==> src/rtl/bombman_pkg.sv <==
// Shared definitions for the game-end arbiter: winner codes, FSM states and
// the counter-width helper used by every frame counter.
package bombman_pkg;

    localparam logic [1:0] WIN_P1   = 2'd0;
    localparam logic [1:0] WIN_P2   = 2'd1;
    localparam logic [1:0] WIN_DRAW = 2'd2;
    localparam logic [1:0] WIN_NONE = 2'd3;

    typedef enum logic [1:0] {
        PLAY         = 2'd0,
        GRACE        = 2'd1,
        SHOW         = 2'd2,
        WAIT_RESTART = 2'd3
    } game_state_t;

    // Width of a down-counter that must hold max_val; never narrower than 1 bit.
    function automatic int cnt_width(input int max_val);
        return (max_val < 1) ? 1 : $clog2(max_val + 1);
    endfunction

endpackage

==> src/rtl/game_end_arbiter_player_life_counter.sv <==
// One player's lives register, invulnerability window and hit-accept logic.
// o_lives_next exposes the value being loaded this cycle so the FSM can react without delay.
module player_life_counter
    import bombman_pkg::*;
#(
    parameter int LIVES         = 3,
    parameter int INVULN_FRAMES = 60
) (
    input  logic       clk,
    input  logic       rst_n,
    input  logic       i_hit,
    input  logic       i_enable,
    input  logic       i_tick,
    input  logic       i_reload,
    output logic [1:0] o_lives,
    output logic [1:0] o_lives_next
);

    localparam int                 INV_W      = cnt_width(INVULN_FRAMES);
    localparam logic [INV_W-1:0]   INV_LOAD   = INV_W'(INVULN_FRAMES);
    localparam logic [1:0]         LIVES_LOAD = 2'(LIVES);

    logic [1:0]       r_lives;
    logic [INV_W-1:0] r_invuln;
    logic [1:0]       w_lives_next;
    logic [INV_W-1:0] w_invuln_next;
    logic             w_accept;

    assign w_accept = i_enable && i_hit && (r_invuln == '0) && (r_lives != 2'd0);

    // NOTE: every output of this always_comb gets a default first, so no latch is inferred.
    always_comb begin
        w_lives_next  = r_lives;
        w_invuln_next = r_invuln;
        if (i_reload) begin
            w_lives_next  = LIVES_LOAD;
            w_invuln_next = '0;
        end else if (w_accept) begin
            w_lives_next  = r_lives - 2'd1;
            w_invuln_next = INV_LOAD;
        end else if (i_tick && (r_invuln != '0)) begin
            w_invuln_next = r_invuln - INV_W'(1);
        end
    end

    // NOTE: sequential state uses non-blocking assignments only; reset is sampled on the clock edge.
    always_ff @(posedge clk) begin
        if (!rst_n) begin
            r_lives  <= LIVES_LOAD;
            r_invuln <= '0;
        end else begin
            r_lives  <= w_lives_next;
            r_invuln <= w_invuln_next;
        end
    end

    assign o_lives      = r_lives;
    assign o_lives_next = w_lives_next;

endmodule

==> src/rtl/game_end_arbiter.sv <==
// Round controller: tracks both players' lives, resolves win/draw with a grace
// window, holds the end screen, then waits for a fresh restart press.
module game_end_arbiter
    import bombman_pkg::*;
#(
    parameter int LIVES           = 3,
    parameter int INVULN_FRAMES   = 60,
    parameter int GRACE_FRAMES    = 4,
    parameter int MIN_SHOW_FRAMES = 120
) (
    input  logic       clk,
    input  logic       rst_n,
    input  logic       frame_tick,
    input  logic       p1_hit,
    input  logic       p2_hit,
    input  logic       restart_btn,
    output logic       game_over,
    output logic [1:0] which,
    output logic       freeze,
    output logic [1:0] p1_lives,
    output logic [1:0] p2_lives
);

    localparam int               GR_W       = cnt_width(GRACE_FRAMES);
    localparam int               SH_W       = cnt_width(MIN_SHOW_FRAMES);
    localparam logic [GR_W-1:0]  GRACE_LOAD = GR_W'(GRACE_FRAMES);
    localparam logic [SH_W-1:0]  SHOW_LOAD  = SH_W'(MIN_SHOW_FRAMES);

    game_state_t     r_state;
    logic [GR_W-1:0] r_grace;
    logic [SH_W-1:0] r_show;
    logic            r_restart_d;
    logic [1:0]      r_which;
    logic            r_game_over;
    logic            r_freeze;

    logic            w_hits_enabled;
    logic            w_restart_edge;
    logic            w_reload;
    logic [1:0]      w_p1_lives_next;
    logic [1:0]      w_p2_lives_next;
    logic            w_p1_dead;
    logic            w_p2_dead;
    logic [GR_W-1:0] w_grace_next;
    logic [SH_W-1:0] w_show_next;

    assign w_hits_enabled = (r_state == PLAY) || (r_state == GRACE);
    assign w_restart_edge = restart_btn && !r_restart_d;
    assign w_reload       = (r_state == WAIT_RESTART) && w_restart_edge;
    assign w_p1_dead      = (w_p1_lives_next == 2'd0);
    assign w_p2_dead      = (w_p2_lives_next == 2'd0);
    assign w_grace_next   = (frame_tick && (r_grace != '0)) ? r_grace - GR_W'(1) : r_grace;
    assign w_show_next    = (frame_tick && (r_show != '0)) ? r_show - SH_W'(1) : r_show;

    player_life_counter #(
        .LIVES        (LIVES),
        .INVULN_FRAMES(INVULN_FRAMES)
    ) u_p1 (
        .clk         (clk),
        .rst_n       (rst_n),
        .i_hit       (p1_hit),
        .i_enable    (w_hits_enabled),
        .i_tick      (frame_tick),
        .i_reload    (w_reload),
        .o_lives     (p1_lives),
        .o_lives_next(w_p1_lives_next)
    );

    player_life_counter #(
        .LIVES        (LIVES),
        .INVULN_FRAMES(INVULN_FRAMES)
    ) u_p2 (
        .clk         (clk),
        .rst_n       (rst_n),
        .i_hit       (p2_hit),
        .i_enable    (w_hits_enabled),
        .i_tick      (frame_tick),
        .i_reload    (w_reload),
        .o_lives     (p2_lives),
        .o_lives_next(w_p2_lives_next)
    );

    always_ff @(posedge clk) begin
        if (!rst_n) begin
            r_state     <= PLAY;
            r_grace     <= '0;
            r_show      <= '0;
            r_restart_d <= 1'b0;
            r_which     <= WIN_NONE;
            r_game_over <= 1'b0;
            r_freeze    <= 1'b0;
        end else begin
            // The delayed copy tracks every cycle, so presses during SHOW are consumed, not queued.
            r_restart_d <= restart_btn;
            case (r_state)
                PLAY: begin
                    if (w_p1_dead && w_p2_dead) begin
                        r_state     <= SHOW;
                        r_which     <= WIN_DRAW;
                        r_show      <= SHOW_LOAD;
                        r_game_over <= 1'b1;
                        r_freeze    <= 1'b1;
                    end else if (w_p1_dead || w_p2_dead) begin
                        r_state <= GRACE;
                        r_grace <= GRACE_LOAD;
                    end
                end
                GRACE: begin
                    if (w_p1_dead && w_p2_dead) begin
                        r_state     <= SHOW;
                        r_which     <= WIN_DRAW;
                        r_grace     <= '0;
                        r_show      <= SHOW_LOAD;
                        r_game_over <= 1'b1;
                        r_freeze    <= 1'b1;
                    end else if (w_grace_next == '0) begin
                        r_state     <= SHOW;
                        r_which     <= w_p2_dead ? WIN_P1 : WIN_P2;
                        r_grace     <= '0;
                        r_show      <= SHOW_LOAD;
                        r_game_over <= 1'b1;
                        r_freeze    <= 1'b1;
                    end else begin
                        r_grace <= w_grace_next;
                    end
                end
                SHOW: begin
                    r_show <= w_show_next;
                    if (w_show_next == '0) begin
                        r_state <= WAIT_RESTART;
                    end
                end
                WAIT_RESTART: begin
                    if (w_restart_edge) begin
                        r_state     <= PLAY;
                        r_which     <= WIN_NONE;
                        r_grace     <= '0;
                        r_show      <= '0;
                        r_game_over <= 1'b0;
                        r_freeze    <= 1'b0;
                    end
                end
                default: begin
                    r_state <= PLAY;
                end
            endcase
        end
    end

    assign game_over = r_game_over;
    assign which     = r_which;
    assign freeze    = r_freeze;

endmodule

==> config.mk <==
export PLATFORM = sky130hd
export DESIGN_NAME = game_end_arbiter
export DESIGN_NICKNAME = d
export VERILOG_FILES = /design/src/rtl/bombman_pkg.sv /design/src/rtl/game_end_arbiter_player_life_counter.sv /design/src/rtl/game_end_arbiter.sv
export SDC_FILE = /design/constraint.sdc
export NUM_CORES = 1
export LEC_CHECK = 0
export ABC_AREA = 1
export ABC_CLOCK_PERIOD_IN_PS = 2800
export BUFFER_PORTS_ARGS = -buffer_cell sky130_fd_sc_hd__clkbuf_2
export CAP_MARGIN = 30
export CORE_ASPECT_RATIO = 1.4
export CORE_UTILIZATION = 37
export DETAILED_ROUTE_END_ITERATION = 8
export PLACE_DENSITY = 0.51
export SYNTH_ARGS = -nofsm -noshare
export SYNTH_HDL_FRONTEND = slang
export SYNTH_HIERARCHICAL = 1
export SYNTH_SLANG_ARGS = --single-unit
export TNS_END_PERCENT = 30
==> constraint.sdc <==
create_clock -name clk -period 2.8 [get_ports clk]
set_input_delay 0.14 -clock clk [delete_from_list [all_inputs] [get_ports clk]]
set_output_delay 0.14 -clock clk [all_outputs]
set_load 0.05 [all_outputs]
## Word-level counts from Yosys, hierarchy flattened

Index checks and enable logic that the tools add are counted.

| operators by class | value |
|---|---|
| add/sub/neg operators | 6 |
| equality and inequality tests | 10 |
| mux-type cells | 39 |
| bitwise operators | 1 |
| reduce and logical (&&, ||, !) cells | 39 |

Operators with widths:

| cell | number |
|---|---|
| $mux 7 | 5 |
| $mux 2 | 14 |
| $pmux 7 s4 | 1 |
| $mux 6 | 4 |
| $mux 3 | 6 |
| $logic_and 1x1->1 | 13 |
| $logic_not 6->1 | 2 |
| $reduce_and 4->1 | 3 |
| $reduce_bool 6->1 | 2 |
| $sub 6x1->6 const B | 2 |
| $pmux 3 s3 | 1 |
| $pmux 2 s4 | 1 |
| $reduce_bool 2->1 | 4 |
| $logic_not 7->1 | 1 |
| $reduce_bool 7->1 | 1 |
| $sub 7x1->7 const B | 1 |
| $logic_not 2->1 | 3 |
| $ne 2x2->1 const B | 3 |
| $ne 3x1->1 const B | 2 |
| $pmux 2 s3 | 1 |
| $reduce_bool 3->1 | 2 |
| $reduce_or 3->1 | 2 |
| $mux 1 | 5 |
| $eq 2x2->1 const B | 2 |
| other kinds (11) | 14 |

| word-level totals | value |
|---|---|
| flip-flop bits (word level) | 32 |
| logic and storage cells | 107 |

## Logic depth before layout (Yosys ltp)

Gate-level depths: netlist of run 1.

| logic depth | value |
|---|---|
| word-level depth | 12 |
| mapped depth | 19 |

## Hierarchy

The synthesis of run 1 kept the hierarchy.

Modules (own cells, without submodules):

| module | times used | cells an instance | area an instance (µm²) |
|---|---|---|---|
| game_end_arbiter | 1 | 195 | 1282.5 |
| player_life_counter (u_p1) | 1 | 75 | 548.0 |
| player_life_counter (u_p2) | 1 | 75 | 520.5 |

## Worst setup path after synthesis of run 1

No wires, ideal clock.

| timing | value |
|---|---|
| path type | reg-to-reg |
| from | register u_p1.r_lives[0], in the netlist u_p1/o_lives[0] |
| to | register r_which[0], in the netlist which[0] |
| arrival | 2.489 ns |
| data required time | 2.672 ns |
| setup slack | 0.182 ns |
| stages on the path, launching flop included | 16 |
| cells stage by stage | dfxtp_1 inv_1 ha_1 nor2_1 nand2_8 nand2_1 nand3_1 nor2_2 nand2_2 nand2_2 nor2_1 nor2_2 nand3b_4 buf_8 o21ai_2 nand3_1 |

| on the way | value |
|---|---|
| longest elaborated chain between the ends | 8 |

Ends and longest elaborated chain:

| item | RTL line | text |
|---|---|---|
| start, declared | game_end_arbiter_player_life_counter.sv:23 | `logic [1:0] r_lives;` |
| start signal, assigned | game_end_arbiter_player_life_counter.sv:52 | `r_lives <= w_lives_next;` |
| branches (longest 2 deep; another with $sub 2x1->2) | -- |  |
| $mux 2 * | game_end_arbiter_player_life_counter.sv:38 | `end else if (w_accept) begin` |
| $mux 2 * | game_end_arbiter_player_life_counter.sv:35 | `if (i_reload) begin` |
| net w_p1_lives_next[1] | game_end_arbiter.sv:40 | `logic [1:0] w_p1_lives_next;` |
| $logic_not 2->1 * | game_end_arbiter.sv:50 | `assign w_p1_dead = (w_p1_lives_next == 2'd0);` |
| $logic_and 1x1->1 * | game_end_arbiter.sv:97, game_end_arbiter.sv:109 |  |
| $ne 3x1->1 (no line), or another cell as far along | -- |  |
| $reduce_and 4->1 (no line) / $pmux 2 s3 (equally long branches) | -- |  |
| end signal, assigned | game_end_arbiter.sv:118 | `r_which <= w_p2_dead ? WIN_P1 : WIN_P2;` |
| end, declared | game_end_arbiter.sv:33 | `logic [1:0] r_which;` |

Mark *: on every way through the listed nets, which the timed path passes.
A chain may end at the register's enable or synchronous reset.

## Worst setup path after layout of run 1

| timing | value |
|---|---|
| from | register r_state[1] |
| to | register r_show[6] |

| on the way | value |
|---|---|
| longest elaborated chain between the ends | 11 |

Ends and longest elaborated chain:

| item | RTL line | text |
|---|---|---|
| start, declared | game_end_arbiter.sv:29 | `game_state_t r_state;` |
| start signal, assigned | game_end_arbiter.sv:85 | `r_state <= PLAY;` |
| start signal, assigned | game_end_arbiter.sv:98 | `r_state <= SHOW;` |
| start signal, assigned | game_end_arbiter.sv:104 | `r_state <= GRACE;` |
| $eq 2x1->1 / $logic_not 2->1 (equally long branches) | game_end_arbiter.sv:47 | `assign w_hits_enabled = (r_state == PLAY) \|\| (r_state == GRACE);` |
| $logic_or 1x1->1 * | game_end_arbiter.sv:47 |  |
| net w_hits_enabled | game_end_arbiter.sv:37 | `logic w_hits_enabled;` |
| $logic_and 1x1->1 * (3 in series) | game_end_arbiter_player_life_counter.sv:29 | `assign w_accept = i_enable && i_hit && (r_invuln == '0) && (r_lives != 2'd0);` |
| $mux 2 * | game_end_arbiter_player_life_counter.sv:38 |  |
| $mux 2 * | game_end_arbiter_player_life_counter.sv:35 |  |
| net w_p2_lives_next[1] | game_end_arbiter.sv:41 | `logic [1:0] w_p2_lives_next;` |
| $logic_not 2->1 * | game_end_arbiter.sv:51 | `assign w_p2_dead = (w_p2_lives_next == 2'd0);` |
| $logic_and 1x1->1 * | game_end_arbiter.sv:97, game_end_arbiter.sv:109 |  |
| $mux 7, or another cell as far along | game_end_arbiter.sv:109 | `if (w_p1_dead && w_p2_dead) begin` |
| $pmux 7 s4 / $reduce_and 3->1 (equally long branches) | -- |  |
| end signal, assigned | game_end_arbiter.sv:128 | `r_show <= w_show_next;` |
| end, declared | game_end_arbiter.sv:31 | `logic [SH_W-1:0] r_show;` |

Mark *: on every way through the listed nets, which the timed path passes. The rest lies on a longest branch.

==> results.cfg, run 1 <==
[drt]
antenna_left = 0
via_count = 2121
wirelength_microns = 5000
drt-pass1-iter-count = 4
drt_iter0_drc = 54
wire_per_inst_microns = 11.5
via_per_inst = 4.86
drc = 0

[synth]
synth.yosys.seq_area_share_pct = 27.2
netlist_instances = 345
syn_area_per_cell_sq_um = 6.81
synth_ff_type = dfxtp_1
synth_async_sr_flop_share_pct = 0
synth_most_common_cell = nand2_1
synthesis.nets = 365
synth_cell_type_count = 33
synth_warnings = 6
synth_area_leaders = dfxtp_1 27%, nand2_1 12%, inv_1 8.5%
synth_top_area_share_pct = 27.2
ys_ff_latch = 32
netlist_area_sq_um = 2350
synth_edf_count = 0
yosys.area.top_type = dfxtp_1
synth_common_cells = 78 x nand2_1, 53 x inv_1, 36 x nor2_1, 32 x dfxtp_1, 30 x nand3_1

[floorplan]
die_h_microns = 96.3
start_util_pct = 38.1
rows = 34
die_width_microns = 69.4
dieArea_sq_um = 6680
ios = 14
core_area_sq_um = 6170

[clock_network]
cts_made_buffers = 5
hold_buffers = 0
cts.sinks = 32
cts_root_buf = clkbuf_8
clk_pin_slew_ns = 0.07
cts_setup_buffers = 0
cts.path.max_buffers = 2
tritoncts = yes
insertion_delay_ns = 0.29
htree_levels = 2

[critical_path]
r2r-end = r_show[6]
critPathKind = register to register
path_buf_inv = 3
worst_ep_required_time_ns = 3.03
r2r-start = r_state[1]
cp_max_fo = 15
startpoint_type = register
cpLargestDelayFamily = simple AND/OR/NAND/NOR gates
cp-startpoint = r_state[1]
r2r_slack_ns = 0.30
reg2reg_depth = 18
cp-endpoint = r_show[6]
worst_path_most_repeated_cell = nand2_1
critical-path-slowest-cell = dfxtp_1
max_stage_delay_ns = 0.34
end_kind = register
worstPathArrival_ns = 2.72
crit_chain = inv_1 > ha_1 > inv_1 > nand2_1 > nand2_1 > nor2_2 > nand2_4 > nand2_1 > nand3_1 > nor2_4 > nand2_2 > nand2_2 > nor2_1 > nor2_2 > nand3b_4 > inv_2 > o21ai_0 > a21oi_1
cp_num_cells = 18

[run_status]
status = completed

[cells_and_area]
design_area_sq_um = 2610
fillers = 676
final_layout_size_suffix_gt1_share_pct = 18.7
fin_nets = 383
n_antenna_cell = 0
area_growth_syn_to_layout_pct = 10.9
fin_cells = 436
seqCellArea_sq_um = 641
multi_input_area_sq_um = 1460

[sta]
setup_violations = 0
hold_violations = 0
period_needed_ns = 2.50
final_max_slew_viol_count = 0
clock.fmax_mhz = 400
worst_pin_slew_ns = 0.448
hold_ws_ns = 0.0414
finalClockSkew_ns = 0.00585
relSlewSlack_pct = 70.1
fin_crit_sh_pct = 89.2

[pwr]
ir_drop_v = 0.000580
powerDensity_nw_per_um2 = 1400
p_leak_nw = 1.33
total_power_mw = 3.66

[placement]
dpl.cell_count = 428
place_area_sq_um = 2480
dp_hpwl_microns = 3930
place.port_buffers = 13
routabilityCongestion = 0.761

[grt]
grt.overflow.total = 0
grt_pass1_wl_microns = 8780
grt_max_degree = 16
antenna_found_initial = 0
grt_pass1_vias = 2073
grt_util_all_layers_pct = 16.7

[job]
maxCapViolCount = 0

[min_path]
min_path_type = primary input to register
power breakdown:
group          internal (mW)  switching, mW  leakage (nW)
registers              0.653          0.159         0.264
logic                  0.827           1.58          1.01
clock network          0.264          0.175        0.0552
total                   1.74           1.91          1.33
flip-flops by register name, indices dropped and copies added (netlist names):
register,cells
u_p1/o_lives,2
r_state,2
which,2
u_p2/o_lives,2
r_restart_d,1
u_p1/r_invuln,6
r_show,7
freeze,1
u_p2/r_invuln,6
r_grace,3
worst min-delay path, cell delays in order:
cell and delay, ns:
clkbuf_2 0.08, nand2_1 0.04, inv_1 0.04
layout make-up:
type,count,share of cell area (%)
Inverter,58,8.64
Timing Repair Buffer,16,3.36
Clock inverter,2,1.34
Sequential cell,32,24.6
Multi-Input combinational cell,250,55.8
Clock buffer,6,2.78
Tap cell,72,3.46
kinds of logic after synthesis:
kind of cell	count (synthesis)	synth area share, %
buffers and inverters	63	11.5
XOR/XNOR	5	1.86
adder cells (fa/ha/maj)	14	7.45
AND/OR/NAND/NOR	196	43.4
AO/OA/AOI/OAI	35	8.52
flip-flops	32	27.2
worst min-delay path by stage:
stage | depth (start not counted) | endpoint | slack [ns] | from
after floorplan | 1 | u_p1/o_lives[1] | 0.23 | rst_n
after global placement | 3 | r_restart_d | 0.34 | restart_btn
after detailed placement | 3 | r_restart_d | 0.34 | restart_btn
after CTS | 3 | r_restart_d | 0.03 | restart_btn
after global routing | 3 | r_restart_d | 0.04 | restart_btn
final | 3 | r_restart_d | 0.04 | restart_btn
routing by layer:
metal,global-route usage [%],vias up,part of all wire [%]
li1,-,1130,-
met1,17.1,953,43
met2,31.7,24,52
met3,2.83,14,2.0
met4,10.4,0,3.6
met5,0,-,0
metrics by stage:
stage               worst slack [ns]  utilization [%]   TNS (ns)
floorplan                      0.182                -          0
global placement               0.270             40.3          0
detailed placement             0.176             40.3          0
CTS                            0.140             42.0          0
global route               -0.000751             42.3  -0.000751
finish                         0.303             42.3          0
layout by cell type, fill, tap and decap left out, types with 3 or more instances in the layout:
cell type  netlist  routed
buf_4            2       3
nor2_1          36      34
clkbuf_8         0       5
inv_1           53      53
xor2_1           5       5
a21oi_2          4       4
nor2_2           9       9
nor2_4           2       4
inv_2            3       3
nand2_4          4       4
nor3_1           4       4
o21ai_0          9       8
nand3b_1         5       5
dfxtp_1         32      32
ha_1            14      14
a21oi_1         18      18
nand3_4          3       3
nand2_1         78      78
clkbuf_2         0      13
nand2_2          8       8
nand4_1         11      11
nand3_1         30      30
repair_timing:
action	CTS	global route
hold endpoints to repair	0	0
gates resized for setup	0	5
endpoints found under the setup margin	0	12
Note: power is estimated with default switching activity, not from simulation.
==> inputs of run 2 (changes only) <==
Settings changed: BUFFER_PORTS_ARGS -buffer_cell sky130_fd_sc_hd__clkbuf_2 to default, DONT_BUFFER_PORTS from default to 1, PLACE_DENSITY 0.51 to 0.49.
==> run 2 against run 1 <==
Compared with the run above: sequential power rose by 6.3%; critical endpoint is now r_state[1]; highest routed layer unchanged; largest power group unchanged; register-to-register slack lost 0.04 ns; critical path depth is 1 higher; clock skew decreased by 0.0013 ns; count of clock-buffer cells in the layout rose by 1; die area is the same; worst setup slack lost 0.040 ns; clock power down 11%; global-route usage is 0.25 points lower; core utilization is 0.65 points higher.
==> results.cfg, run 2 (synthesis gave the netlist of run 1 again) <==
[clock_network]
insertion_delay_ns = 0.28
clk_pin_slew_ns = 0.07
cts_made_buffers = 5
cts.path.max_buffers = 2
tritoncts = yes
cts_root_buf = clkbuf_8
htree_levels = 2
cts.sinks = 32

[pwr]
powerDensity_nw_per_um2 = 1400
p_leak_nw = 1.32
ir_drop_v = 0.000491
total_power_mw = 3.71

[critical_path]
cp_max_fo = 9
end_kind = register
critical-path-slowest-cell = dfxtp_4
max_stage_delay_ns = 0.36
cpLargestDelayFamily = simple AND/OR/NAND/NOR gates
critPathKind = register to register
reg2reg_depth = 19
worst_path_most_repeated_cell = nand2_1
path_buf_inv = 2
worstPathArrival_ns = 2.71
startpoint_type = register
crit_chain = inv_1 > ha_1 > inv_2 > nand2_1 > nand2_1 > nor2_4 > nand2_4 > nand2_1 > nand3_1 > nor2_4 > nand2_2 > nand2_2 > nor2_1 > nor2_2 > nand2_1 > nor2_8 > nand3_1 > nand2_1 > nor2_1
cp_num_cells = 19
worst_ep_required_time_ns = 2.97

[cells_and_area]
fin_cells = 433
largest_register_ffs = 7
layout_common_cells = 78 x nand2_1, 51 x inv_1, 34 x nor2_1
n_antenna_cell = 0
final_layout_size_suffix_gt1_share_pct = 19.1
fin_nets = 381
area_growth_syn_to_layout_pct = 12.6
final_common_cell = nand2_1
largestRegisters = r_show (7), u_p1/r_invuln (6), u_p2/r_invuln (6)
regMostFlops = r_show

[sta]
clock.fmax_mhz = 394
relSlewSlack_pct = 64.3
worst_pin_slew_ns = 0.534
setup_violations = 0
worst_slack_ns = 0.262
final_max_slew_viol_count = 0
finalClockSkew_ns = 0.00460
fin_crit_sh_pct = 90.6
period_needed_ns = 2.54
hold_violations = 0

[grt]
grt.overflow.total = 0
grt_max_degree = 26
grt_pass1_vias = 2052
grt_pass1_wl_microns = 8850
antenna_found_initial = 0
grt_util_all_layers_pct = 16.5

[floorplan]
ios = 14
die_h_microns = 96.3
dieArea_sq_um = 6680
die_width_microns = 69.4
rows = 34
start_util_pct = 38.1
core_area_sq_um = 6170

[placement]
dpl.cell_count = 417
place.port_buffers = 0
routabilityCongestion = 0.719
dp_slack_ns = 0.0415
dp_hpwl_microns = 3960

[drt]
drt-pass1-iter-count = 4
drt_iter0_drc = 92
wirelength_microns = 5330
via_per_inst = 4.89
drc = 0
antenna_left = 0
wire_per_inst_microns = 12.3
via_count = 2118

[run_status]
status = completed

[min_path]
min_path_type = primary input to register
holdPathStages = 2

[job]
maxCapViolCount = 0
run 2: cell count changes in the layout (fill, tap and decap cells not counted), sizes merged:
cell         change
buf              +8
clkbuf          -12
dlygate4sd3      +2
bufinv           -1
nand3b           +1
clkinv           -1
run 2: power by group:
part,switching (mW),internal [mW]
clock,0.173,0.219
sequential,0.206,0.656
combinational,1.57,0.884
total,1.95,1.76
run 2: worst register-to-register path, cell delays in order, from the launching register on:
cell     delay (ns)
dfxtp_4        0.36
inv_1          0.08
ha_1           0.16
inv_2          0.05
nand2_1        0.08
nand2_1        0.11
nor2_4         0.14
nand2_4        0.11
nand2_1        0.09
nand3_1        0.11
nor2_4         0.18
nand2_2        0.11
nand2_2        0.09
nor2_1         0.06
nor2_2         0.22
nand2_1        0.17
nor2_8         0.13
nand3_1        0.08
nand2_1        0.06
nor2_1         0.04
run 2: cell type report:
class	instances	area, sq um
fill	664	3520
multi-input combinational	251	1480
sequential	32	646
inverter	58	228
timing repair buffer	13	103
clock buffer	7	96.3
tap	72	90.1
run 2: stage by stage:
step                utilization (%)  hold slack [ns]  cell area (sq um)  setup TNS (ns)
floorplan                         -            0.231               2350               0
global placement               39.5            0.231               2430               0
detailed placement             39.5            0.231               2430               0
CTS                            41.3          0.00470               2550               0
global route                   42.9           0.0192               2650         -0.0155
finish                         42.9          0.00879               2650               0
run 2: final timing paths:
check	slack, ns	startpoint	to
worst min-delay path	0.009	rst_n	r_grace[1]
worst max-delay path	0.26	r_state[0]	r_state[1]
worst min register to register	0.47	u_p1/r_invuln[0]	u_p1/r_invuln[0]
worst max register to register	0.26	r_state[0]	r_state[1]
run 2: timing repair:
action | 4_1_cts | 5_1_grt
endpoints found under the hold margin | 11 | 0
hold buffers | 2 | 0
gates resized for setup | 0 | 13
buffers inserted | 0 | 6
endpoints found under the setup margin | 0 | 15
run 2: layer usage:
metal | wire [microns] | up-vias | GRT usage, %
met2 | 2830 | 14 | 31.7
met4 | 73 | 0 | 5.44
met3 | 135 | 7 | 3.77
met5 | 0 | - | 0
met1 | 2290 | 972 | 17.6
li1 | - | 1125 | -
==> inputs of run 3 (changes only) <==
Settings changed: ABC_CLOCK_PERIOD_IN_PS 2800 to 3000, CORE_ASPECT_RATIO 1.4 to 0.5.
Clock period 2.8 ns to 3 ns, I/O delays scaled along.
==> run 3 against run 2 <==
Compared with the run above: routed wire length is 8.1% lower; hold slack got worse by 0.0049 ns; die area up 0.22%; clock skew decreased by 0.0015 ns; sequential share of layout area down 0.063 points.
==> results.cfg, run 3 (synthesis gave the netlist of run 1 again) <==
[run_status]
status = completed

[critical_path]
crit_chain = inv_1 > ha_1 > inv_1 > nand2_1 > nand2_1 > nor2_2 > nand2_8 > nand2_1 > nand3_1 > nor2_2 > nand2_2 > nand2_2 > nor2_1 > nor2_2 > nand3b_4 > inv_2 > o21ai_0 > a21oi_1
cpLargestDelayFamily = simple AND/OR/NAND/NOR gates
end_kind = register
max_stage_delay_ns = 0.33
startpoint_type = register
worstPathArrival_ns = 2.83
cp_max_fo = 15
path_buf_inv = 3
worst_ep_required_time_ns = 3.20
critPathKind = register to register
r2r_slack_ns = 0.38
critical-path-slowest-cell = dfxtp_1

[placement]
routabilityCongestion = 0.803
dp_hpwl_microns = 3700
place.port_buffers = 0
dp_slack_ns = 0.253

[floorplan]
die_width_microns = 115
die_h_microns = 58.4
core_area_sq_um = 6110
rows = 20
start_util_pct = 38.5
ios = 14
dieArea_sq_um = 6700

[job]
maxCapViolCount = 0

[clock_network]
clk_pin_slew_ns = 0.05
insertion_delay_ns = 0.27
cts_setup_buffers = 0
htree_levels = 2
cts_made_buffers = 5
tritoncts = yes
cts.sinks = 32
cts_root_buf = clkbuf_16
cts.path.max_buffers = 2

[sta]
clock.fmax_mhz = 382
worst_slack_ns = 0.379
setup_violations = 0
rsz0062_at_grt = false
fin_crit_sh_pct = 87.4
period_needed_ns = 2.62
hold_violations = 0
tns_ns = 0
relSlewSlack_pct = 65.1
worst_pin_slew_ns = 0.523
finalClockSkew_ns = 0.00312
final_max_slew_viol_count = 0

[cells_and_area]
n_antenna_cell = 0
layout_common_cells = 78 x nand2_1, 53 x inv_1, 34 x nor2_1
fin_nets = 374
area_growth_syn_to_layout_pct = 12.0
largestRegisters = r_show (7), u_p1/r_invuln (6), u_p2/r_invuln (6)
regMostFlops = r_show
final_layout_size_suffix_gt1_share_pct = 16.3
largest_register_ffs = 7
final_common_cell = nand2_1

[drt]
drc = 0
drt_iter0_drc = 105
via_count = 2080
antenna_left = 0
wire_per_inst_microns = 11.1
drt-pass1-iter-count = 4
wirelength_microns = 4900
via_per_inst = 4.70

[grt]
grt_max_degree = 26
grt_util_all_layers_pct = 16.3
grt_pass1_vias = 1987
grt.overflow.total = 0
antenna_found_initial = 0
grt_pass1_wl_microns = 8670

[pwr]
ir_drop_v = 0.000423
powerDensity_nw_per_um2 = 1330
p_leak_nw = 1.31

[min_path]
min_path_type = primary input to register
## run 3: per-stage QoR
stage / power [mW] / util (%) / std cells / area [sq um] / hold slack [ns]
CTS: 3.51 / 43.0 / 443 / 2620 / 0.000147
global route: 3.87 / 43.1 / 443 / 2630 / 0.00424
global placement: 2.95 / 40.2 / 433 / 2450 / 0.243
finish: 3.50 / 43.1 / 443 / 2630 / 0.00392
detailed placement: 2.99 / 40.2 / 433 / 2450 / 0.244
floorplan: 2.64 / - / 345 / 2350 / 0.241
## run 3: power by group
| group | internal [mW] | switching [mW] |
|---|---|---|
| Clock | 0.327 | 0.186 |
| Combinational | 0.763 | 1.43 |
| Sequential | 0.609 | 0.184 |
## run 3: final cells by class
class,instances,area [sq um]
inverter,58,225
tap,88,110
fill,652,3470
sequential,32,641
multi-input combinational,250,1450
clock inverter,2,10.0
clock buffer,6,139
timing repair buffer,7,57.6
## run 3: final timing paths
kind                                        from          endpoint  cells past startpoint
worst max register to register        r_state[1]         r_show[6]                     18
worst max-delay path                  r_state[1]         r_show[6]                     18
worst min-delay path                       rst_n        r_state[0]                      2
worst min register to register  u_p2/r_invuln[0]  u_p2/r_invuln[0]                      2
## run 3: worst register-to-register path, cell delays in order (launching register included)
cell	delay, ns
dfxtp_1	0.33
inv_1	0.08
ha_1	0.26
inv_1	0.08
nand2_1	0.09
nand2_1	0.07
nor2_2	0.21
nand2_8	0.11
nand2_1	0.09
nand3_1	0.08
nor2_2	0.19
nand2_2	0.12
nand2_2	0.09
nor2_1	0.07
nor2_2	0.16
nand3b_4	0.20
inv_2	0.14
o21ai_0	0.09
a21oi_1	0.12
## run 3: per-layer routing
layer  global-route usage (%)  part of all wire [%]
met3                     3.50                   3.1
met4                     2.23                  0.47
met2                     30.0                    48
met5                        0                     0
met1                     20.4                    48
## run 3: timing repair
item | CTS | global route
hold buffers | 2 | 0
resized for setup | 0 | 4
endpoints found under the setup margin | 0 | 12
hold endpoints to repair | 6 | 0
